`src/rtl/gb_bus_pkg.sv`:
```
// Shared types and decode constants for the cartridge bus controller.
package gb_bus_pkg;

    typedef enum logic [2:0] {
        IDLE,
        SETTLE,
        RD_REQ,
        RD_DRIVE,
        TURN,
        WR_WAIT,
        WR_REQ
    } state_t;

    // Address MSB value that selects the ROM half of the map
    localparam logic ROM_MSB = 1'b0;
    // Level of the synchronised RAM chip select when asserted
    localparam logic CS_ON   = 1'b0;

    // Counter load value for a cycle count; a count of 0 behaves like 1
    function automatic int cnt_load(input int cyc);
        return (cyc < 1) ? 0 : cyc - 1;
    endfunction

endpackage

```
`src/rtl/sync_ff2.sv`:
```
// Two-flop synchroniser; flops reset to 1 so idle-high strobes read inactive.
module sync_ff2 #(
    parameter int W = 1
) (
    input  logic         i_clk,
    input  logic         i_rst_n,
    input  logic [W-1:0] i_d,
    output logic [W-1:0] o_q
);

    logic [W-1:0] r_meta;
    logic [W-1:0] r_sync;

    // Metastability stage followed by the stable stage
    always_ff @(posedge i_clk or negedge i_rst_n) begin
        if (!i_rst_n) begin
            r_meta <= '1;
            r_sync <= '1;
        end else begin
            r_meta <= i_d;
            r_sync <= r_meta;
        end
    end

    assign o_q = r_sync;

endmodule

```
`src/rtl/gb_bus_ctrl.sv`:
```
// Game Boy cartridge bus sequencer: strobe sync, select decode, req/ack
// memory handshake, read drive with turnaround and write data capture.
module gb_bus_ctrl
    import gb_bus_pkg::*;
#(
    parameter int DW          = 8,
    parameter int AW          = 16,
    parameter int ADDR_SETTLE = 2,
    parameter int TURN_CYC    = 2,
    parameter int CNT_W       = 4
) (
    input  logic          i_clk,
    input  logic          i_rst_n,
    input  logic [AW-1:0] i_bus_addr,
    input  logic          i_bus_rd_n,
    input  logic          i_bus_wr_n,
    input  logic          i_bus_cs_n,
    input  logic [DW-1:0] i_pad_d_out,
    output logic [DW-1:0] o_pad_d_in,
    output logic [DW-1:0] o_pad_oe,
    output logic          o_mem_req,
    output logic          o_mem_we,
    output logic [AW-1:0] o_mem_addr,
    output logic [DW-1:0] o_mem_wdata,
    input  logic          i_mem_ack,
    input  logic [DW-1:0] i_mem_rdata,
    output logic          o_busy,
    output logic          o_err_late
);

    localparam logic [CNT_W-1:0] SETTLE_LD = CNT_W'(cnt_load(ADDR_SETTLE));
    localparam logic [CNT_W-1:0] TURN_LD   = CNT_W'(cnt_load(TURN_CYC));

    logic [2:0]       w_sync;
    logic             w_rd_s, w_wr_s, w_cs_s, w_sel, w_wr_fall;
    logic [CNT_W-1:0] w_cnt_dec;

    state_t           r_state, w_nxt_state;
    logic [CNT_W-1:0] r_cnt, w_nxt_cnt;
    logic             r_wr_d;
    logic             r_mem_req, w_nxt_req;
    logic             r_mem_we, w_nxt_we;
    logic [AW-1:0]    r_mem_addr, w_nxt_addr;
    logic [DW-1:0]    r_mem_wdata, w_nxt_wdata;
    logic [DW-1:0]    r_pad_d_in, w_nxt_din;
    logic             r_pad_oe, w_nxt_oe;
    logic             r_err_late, w_nxt_err;

    sync_ff2 #(.W(3)) u_sync (
        .i_clk   (i_clk),
        .i_rst_n (i_rst_n),
        .i_d     ({i_bus_rd_n, i_bus_wr_n, i_bus_cs_n}),
        .o_q     (w_sync)
    );

    assign w_rd_s    = w_sync[2];
    assign w_wr_s    = w_sync[1];
    assign w_cs_s    = w_sync[0];
    assign w_sel     = (i_bus_addr[AW-1] == ROM_MSB) | (w_cs_s == CS_ON);
    assign w_wr_fall = r_wr_d & ~w_wr_s;
    assign w_cnt_dec = (r_cnt == '0) ? '0 : r_cnt - 1'b1;

    // Next-state and datapath decisions; every register holds by default
    always_comb begin
        w_nxt_state = r_state;
        w_nxt_cnt   = r_cnt;
        w_nxt_req   = r_mem_req;
        w_nxt_we    = r_mem_we;
        w_nxt_addr  = r_mem_addr;
        w_nxt_wdata = r_mem_wdata;
        w_nxt_din   = r_pad_d_in;
        w_nxt_oe    = r_pad_oe;
        w_nxt_err   = 1'b0;
        case (r_state)
            IDLE: begin
                if (!w_rd_s && w_sel) begin
                    w_nxt_state = SETTLE;
                    w_nxt_cnt   = SETTLE_LD;
                end else if (w_wr_fall && w_sel) begin
                    w_nxt_state = WR_WAIT;
                end
            end
            SETTLE: begin
                if (w_rd_s) begin
                    w_nxt_state = IDLE;
                end else if (r_cnt == '0) begin
                    w_nxt_addr  = i_bus_addr;
                    w_nxt_req   = 1'b1;
                    w_nxt_we    = 1'b0;
                    w_nxt_state = RD_REQ;
                end else begin
                    w_nxt_cnt = w_cnt_dec;
                end
            end
            RD_REQ: begin
                if (i_mem_ack) begin
                    w_nxt_req = 1'b0;
                    if (!w_rd_s) begin
                        w_nxt_din   = i_mem_rdata;
                        w_nxt_oe    = 1'b1;
                        w_nxt_state = RD_DRIVE;
                    end else begin
                        // Host gave up before the data came back
                        w_nxt_err   = 1'b1;
                        w_nxt_cnt   = TURN_LD;
                        w_nxt_state = TURN;
                    end
                end
            end
            RD_DRIVE: begin
                if (w_rd_s || !w_sel) begin
                    w_nxt_oe    = 1'b0;
                    w_nxt_cnt   = TURN_LD;
                    w_nxt_state = TURN;
                end
            end
            TURN: begin
                if (r_cnt == '0) w_nxt_state = IDLE;
                else             w_nxt_cnt   = w_cnt_dec;
            end
            WR_WAIT: begin
                if (w_wr_s) begin
                    w_nxt_addr  = i_bus_addr;
                    w_nxt_req   = 1'b1;
                    w_nxt_we    = 1'b1;
                    w_nxt_state = WR_REQ;
                end else begin
                    // Keep tracking the bus so the last value before the edge wins
                    w_nxt_wdata = i_pad_d_out;
                    if (!w_sel) w_nxt_state = IDLE;
                end
            end
            WR_REQ: begin
                if (w_wr_fall) w_nxt_err = 1'b1;
                if (i_mem_ack) begin
                    w_nxt_req   = 1'b0;
                    w_nxt_we    = 1'b0;
                    w_nxt_state = IDLE;
                end
            end
            default: begin
                w_nxt_oe    = 1'b0;
                w_nxt_req   = 1'b0;
                w_nxt_state = IDLE;
            end
        endcase
    end

    // State, counter and datapath registers
    always_ff @(posedge i_clk or negedge i_rst_n) begin
        if (!i_rst_n) begin
            r_state     <= IDLE;
            r_cnt       <= '0;
            r_wr_d      <= 1'b1;
            r_mem_req   <= 1'b0;
            r_mem_we    <= 1'b0;
            r_mem_addr  <= '0;
            r_mem_wdata <= '0;
            r_pad_d_in  <= '0;
            r_pad_oe    <= 1'b0;
            r_err_late  <= 1'b0;
        end else begin
            r_state     <= w_nxt_state;
            r_cnt       <= w_nxt_cnt;
            r_wr_d      <= w_wr_s;
            r_mem_req   <= w_nxt_req;
            r_mem_we    <= w_nxt_we;
            r_mem_addr  <= w_nxt_addr;
            r_mem_wdata <= w_nxt_wdata;
            r_pad_d_in  <= w_nxt_din;
            r_pad_oe    <= w_nxt_oe;
            r_err_late  <= w_nxt_err;
        end
    end

    // Never fight the host: a low write strobe kills the drive in any state
    assign o_pad_oe    = {DW{r_pad_oe & w_wr_s}};
    assign o_pad_d_in  = r_pad_d_in;
    assign o_mem_req   = r_mem_req;
    assign o_mem_we    = r_mem_we;
    assign o_mem_addr  = r_mem_addr;
    assign o_mem_wdata = r_mem_wdata;
    assign o_busy      = (r_state != IDLE);
    assign o_err_late  = r_err_late;

endmodule

```
`config.mk`:
```
export PLATFORM = sky130hd
export DESIGN_NAME = gb_bus_ctrl
export DESIGN_NICKNAME = d
export VERILOG_FILES = /design/src/rtl/gb_bus_pkg.sv /design/src/rtl/sync_ff2.sv /design/src/rtl/gb_bus_ctrl.sv
export SDC_FILE = /design/constraint.sdc
export NUM_CORES = 1
export LEC_CHECK = 0
export ABC_AREA = 0
export CORE_UTILIZATION = 45
export CTS_CLUSTER_SIZE = 20
export DETAILED_ROUTE_END_ITERATION = 7
export PLACE_DENSITY = 0.88
export SETUP_SLACK_MARGIN = 0.02
export SLEW_MARGIN = 25
export SYNTH_ARGS = -nofsm -noshare
export SYNTH_HDL_FRONTEND = slang
export SYNTH_SLANG_ARGS = --single-unit
```
`constraint.sdc`:
```
create_clock -name i_clk -period 3.3 [get_ports i_clk]
set_input_delay 0.495 -clock i_clk [delete_from_list [all_inputs] [get_ports i_clk]]
set_output_delay 0.495 -clock i_clk [all_outputs]
set_load 0.05 [all_outputs]
```
# ---- Word-level counts from Yosys, hierarchy flattened
# Cells that the tools add are included.
dict set report totals {
  reg_bits 50
  latch_bits 0
  ramBits 0
  romBits 0
  in_bits 38
  output_inout_bits 44
  word_cells 103
  memories 0
}
dict set report op_classes {
  addsub 1
  n_mul 0
  div_mod_pow 0
  n_lt_le_gt_ge 0
  n_eq_ne 20
  shift 0
  mux 39
  n_bitwise 9
  reduce_logical 22
}
# op count
set ops {}
lappend ops {{two-way mux 16 bit} 3}
lappend ops {{two-way mux 3 bit} 11}
lappend ops {{one-hot mux 16 bit (2 select lines)} 1}
lappend ops {{two-way mux 4 bit} 6}
lappend ops {{one-hot mux 3 bit (7 select lines)} 1}
lappend ops {{one-hot mux 4 bit (5 select lines)} 1}
lappend ops {{inequality test 2 bit (second input constant)} 8}
lappend ops {{two-way mux 1 bit} 12}
lappend ops {{AND reduction 5 bit} 2}
lappend ops {{== test 3 bit (second input constant)} 3}
lappend ops {{AND reduction 4 bit} 2}
lappend ops {{AND reduction 7 bit} 1}
lappend ops {{== test 3 x 2 -> 1 bit (second input constant)} 2}
lappend ops {{inequality test 2 x 1 -> 1 bit (second input constant)} 3}
lappend ops {{inequality test 3 x 2 -> 1 bit (second input constant)} 2}
lappend ops {{NOT 1 bit} 6}
lappend ops {{one-hot mux 1 bit (3 select lines)} 2}
lappend ops {{AND reduction 6 bit} 1}
lappend ops {{nonzero test 3 bit} 2}
lappend ops {{nonzero test 5 bit} 1}
lappend ops {{OR reduction 5 bit} 1}
lappend ops {{logical NOT 4 bit} 1}
lappend ops {{one-hot mux 1 bit (4 select lines)} 1}
lappend ops {{subtractor 4 x 1 -> 4 bit (second input constant)} 1}
lappend ops {{14 further kinds} 17}

# ---- Logic depth before layout (Yosys ltp)
dict set report logic_depth {
  word_depth 6
  depth_mapped 9
  depth_no_buf 7
}

# ---- By module
# A second synthesis with hierarchy kept.
dict set report unflattened {
  hier_cells 172
  hier_area_um2 2198.4
}
# mod instances cells_each area_per_inst_um2 seq_area_each_um2
set by_module_without_submodules {}
lappend by_module_without_submodules {gb_bus_ctrl 1 166 2040.7 1102.3}
lappend by_module_without_submodules {sync_ff2 1 6 157.7 157.7}

# ---- Worst setup path after synthesis
# OpenSTA, ideal clock, no wires.
dict set report synth_path {
  path_type {register to register}
  from {register r_state[2]}
  to {register r_state[2]}
  setup_time_ps 127
  t_arrival_ps 1782
  t_required_ps 3173
  path_slack_ps 1390
  stages_incl_launch_ff 5
  n_path_buf 0
  period_less_slack_ps 1910
  path_cell_list {dfrtp_1 or3_1 o211ai_2 nand2b_1 mux2_1}
}
dict set report synth_between {
  elab_chain_cells 3
  elab_cells_between_ends 16
  cone_classes {13 x eq/ne; 1 x mux; 2 x reduce/logical}
}
# element line
set synth_rtl {}
lappend synth_rtl {{start, declared} gb_bus_ctrl.sv:38} ;# state_t r_state, w_nxt_state;
lappend synth_rtl {{start signal, assigned} gb_bus_ctrl.sv:163} ;# r_state <= w_nxt_state;
lappend synth_rtl {{== test 3 x 1 -> 1 bit, or another cell as far along} gb_bus_ctrl.sv:74} ;# case (r_state)
lappend synth_rtl {{inequality test 3 x 2 -> 1 bit (no source line), or another cell as far along} n/a}
lappend synth_rtl {{AND reduction 7 bit (no source line)} n/a}
# Parallel ways exist; a longest one is shown, timed or not.
# A chain may end at the register's enable or synchronous reset.

# ---- Final worst setup path
dict set report layout_path {
  from {register r_state[2]}
  to {output port o_busy}
}
dict set report layout_between {
  elab_chain_cells 1
}
# element line
set layout_rtl {}
lappend layout_rtl {{nonzero test 3 bit} gb_bus_ctrl.sv:183} ;# assign o_busy = (r_state != IDLE);
lappend layout_rtl {{end, declared} gb_bus_ctrl.sv:27} ;# output logic o_busy,
# No other way between the ends.

==> flow_summary.rst <==
.. list-table::
   :header-rows: 1

   * - Metric
     - Value
   * - Synthesized instance count
     - 173
   * - Placement Rows
     - 25
   * - Most frequent cells in the layout
     - clkdlybuf4s50_1, dfrtp_1, mux2_2
   * - Total global routing overflow
     - 0
   * - Final worst clock skew
     - 0.00937 ns
   * - Proportion of synthesized area in mux cells
     - 18.8%
   * - First-pass iteration count of the detailed router
     - 4
   * - Final TNS setup
     - 0 ns
   * - Number of logic stages on the critical path including buffering
     - 2
   * - Most common cell after layout, fill and taps aside
     - clkdlybuf4s50_1
   * - Fraction of the mapped netlist area in compound gates
     - 10.6%
   * - Leak Pwr
     - 1.37 nW
   * - Latest clock arrival within the worst-skew pair
     - 0.30 ns
   * - Post-layout min period
     - 2.55 ns
   * - Status
     - finished clean
   * - Post-DR wirelength/cell
     - 14.2 microns
   * - CTS tree
     - done
   * - Fraction of the yosys area taken by sequential cells
     - 55.7%
   * - Reg2reg path depth
     - 6
   * - Critical path launch point
     - r_state[2]
   * - Area of the die
     - 5310 sq um
   * - Portion of total power attributed to sequential cells
     - 29.9%
   * - CTS clock-pin slew for the worst setup and hold paths
     - 0.08 ns
   * - Share of the clock period used by the worst path
     - 77.3%
   * - Class of the most critical hold timing path
     - input port to async pin
   * - Maximum capacitance violations
     - 0
   * - Layout cells sized above 1
     - 22.5%
   * - Standard cell core area
     - 4790 sq um
   * - H-tree level count
     - 2
   * - Net load switching power
     - 1.70 mW
   * - Relative slew margins
     - 33.6%
   * - Worst slew pin tran
     - 0.996 ns
   * - Final number of max-transition violations
     - 0
   * - # nets final
     - 288
   * - Setup slack, reg-to-reg
     - 0.98 ns
   * - Combined global-route utilization of all metal layers
     - 18.5%
   * - Floorplan die height
     - 72.9 microns
   * - Internal power of the cells
     - 1.91 mW
   * - Share of power burned in combinational logic
     - 59.5%
   * - Number of nets with antenna violations after routing
     - 0
   * - CP Capture Type
     - output pin
   * - Worst Path Required
     - 2.80 ns
   * - Placer Congestion
     - 0.847
   * - Reg2Reg Launch Point
     - r_cnt[0]
   * - CP Cell Sequence
     - or3_1 -> clkdlybuf4s50_1
   * - Data arrival, critical path
     - 2.06 ns
   * - Number of enable flip-flop cells after synthesis
     - 0
   * - Synth Area per Inst
     - 13.1 sq um
   * - Main combinational cell family by area after synthesis
     - multiplexers
   * - Adder and majority cell fraction of the synthesized area
     - 1.11%
   * - First-pass GRT wire length
     - 7450 microns
   * - Number of primary I/O pins
     - 82
   * - Cell area after synthesis
     - 2260 sq um
   * - Net count after synthesis
     - 213
   * - Initial antenna violation count
     - 0
   * - Die W
     - 72.9 microns
   * - Post-route DRC violation count
     - 0
   * - Worst Setup Path Type
     - flip-flop to output pin
   * - Non-Filler Cell Area, Final
     - 3160 sq um
   * - Worst Path Buf+Inv
     - 1
   * - # hold bufs at CTS
     - 0
   * - Area of placed instances
     - 3050 sq um
   * - Proportion of register bits with asynchronous set or reset after synthesis
     - 100%
   * - Proportion of total power due to net switching
     - 47.1%
   * - Dominant delay contributor by cell family on the critical path
     - buffers and inverters
   * - Maximum number of pins on one net before global-route repair
     - 37
   * - Endpoint of the lowest-slack register-to-register path
     - o_mem_addr[9]
   * - ANT cells
     - 0
   * - Share of the synthesized netlist area taken by xor and xnor gates
     - 0%
   * - Slowest cell on the critical path
     - clkdlybuf4s50_1
   * - Final Util
     - 66.0%
   * - Worst stage delay on the critical path
     - 0.73 ns
   * - Syn-to-layout area delta
     - 39.5%
   * - Initial core utilization
     - 47.3%
   * - Final hold viol count
     - 0
   * - Number of register bits inferred by synthesis
     - 50
   * - Vias in the first global route
     - 1,652
   * - Sink count of the clock tree
     - 50
   * - Via total after detailed routing
     - 1,623
   * - Worst Hold Margin
     - 0.268 ns
   * - RSZ-0062 raised after global routing
     - no
   * - Crit-path max FO
     - 16
   * - Number of distinct library cells after synthesis
     - 44
   * - Clock share of power
     - 10.6%
   * - CTS Buffer Depth
     - 2
   * - Simple-Gate Fraction of Synth Area
     - 8.24%
   * - Filler Cells Inserted
     - 358
   * - Synthesis warning total
     - 0
   * - Library cell used as clock root buffer
     - clkbuf_8
   * - Highest attainable clock frequency
     - 392 MHz
   * - Final setup violation count
     - 0
   * - CTS Buf Count
     - 5
   * - Port Buffer Count
     - 81
   * - Critical Path Start Type
     - flip-flop
   * - Top_reg_cell synth
     - dfrtp_1
   * - Detail-routed via count per cell
     - 5.14
   * - Setup Fix Bufs, Post-CTS
     - 0
   * - Post-detailed-routing wire length
     - 4490 microns
   * - Power per unit of standard cell area
     - 1140 nW/um^2
   * - Worst IR drop on VDD
     - 0.638 mV
   * - Number of gates resized after CTS
     - 0
   * - Endpoint of the most critical setup path
     - o_busy
   * - Drt initial violations
     - 94
   * - HPWL Detailed
     - 3360 microns
[through the flow]
step	total power [mW]	std cells	setup slack, ns
2_1_floorplan	2.61	173	1.39
3_3_place_gp	3.19	308	1.08
3_5_place_dp	3.25	308	0.988
4_1_cts	3.64	316	0.731
5_1_grt	3.81	316	0.673
6_report	3.61	316	0.749
[worst min-delay path by stage]
stage                           startpoint        endpoint  slack, ns  cells after the start
after floorplan                    i_rst_n      o_err_late       0.20                      0
after global placement    u_sync.r_meta[0]   u_sync.o_q[0]       0.35                      0
after detailed placement  u_sync.r_meta[1]   u_sync.o_q[1]       0.35                      0
after CTS                          i_rst_n  o_mem_wdata[4]       0.30                      1
after global routing               i_rst_n  o_mem_wdata[4]       0.33                      1
final                              i_rst_n       o_mem_req       0.27                      1
[sequential cells by signal, indices dropped and copies added, names as in the netlist, 3 cells and up]
name	cells
u_sync.r_meta	3
r_cnt	4
o_mem_addr	16
o_pad_d_in	8
r_state	3
o_mem_wdata	8
u_sync.o_q	3
[logic make-up after synthesis]
family	count (synthesis)
simple gates	34
buf+inv	19
flops	50
mux	35
fa+ha+maj	2
compound gates	33
[cells in the mapped netlist (all sizes together), types with 3 or more instances]
| library cell | n | area share (%) |
|---|---|---|
| dfrtp | 43 | 48 |
| mux2 | 33 | 18 |
| buf | 13 | 4.6 |
| o21ai | 11 | 2.4 |
| nand2 | 10 | 1.7 |
| nand2b | 8 | 2.2 |
| dfstp | 7 | 8.1 |
| inv | 5 | 0.83 |
| nor2 | 5 | 0.83 |
| a21o | 3 | 1.1 |
| a21oi | 3 | 0.83 |
[power groups by stage]
stage	sequential, mW	clock, mW	combinational (mW)
floorplan	1.77	0	0.845
global placement	1.08	0	2.12
detailed placement	1.09	0	2.16
CTS	1.08	0.396	2.16
global route	1.12	0.423	2.27
finish	1.08	0.384	2.15
[routing by layer]
metal  vias up  GRT usage [%]  wire [microns]
met1       797           23.0            1920
met2        67           30.3            2170
met4         0           5.66              53
met5         -              0               0
met3         7           6.49             349
li1        752              -               -
[final cells by class]
| type | count | area (sq um) | area share, % |
|---|---|---|---|
| tap | 67 | 83.8 | 2.66 |
| sequential | 50 | 1260 | 39.9 |
| clock inverter | 1 | 8.76 | 0.277 |
| clock buffer | 7 | 96.3 | 3.05 |
| inverter | 5 | 18.8 | 0.595 |
| timing repair buffer | 82 | 813 | 25.8 |
| multi-input combinational | 104 | 876 | 27.7 |
(Power assumes the default switching activity.)
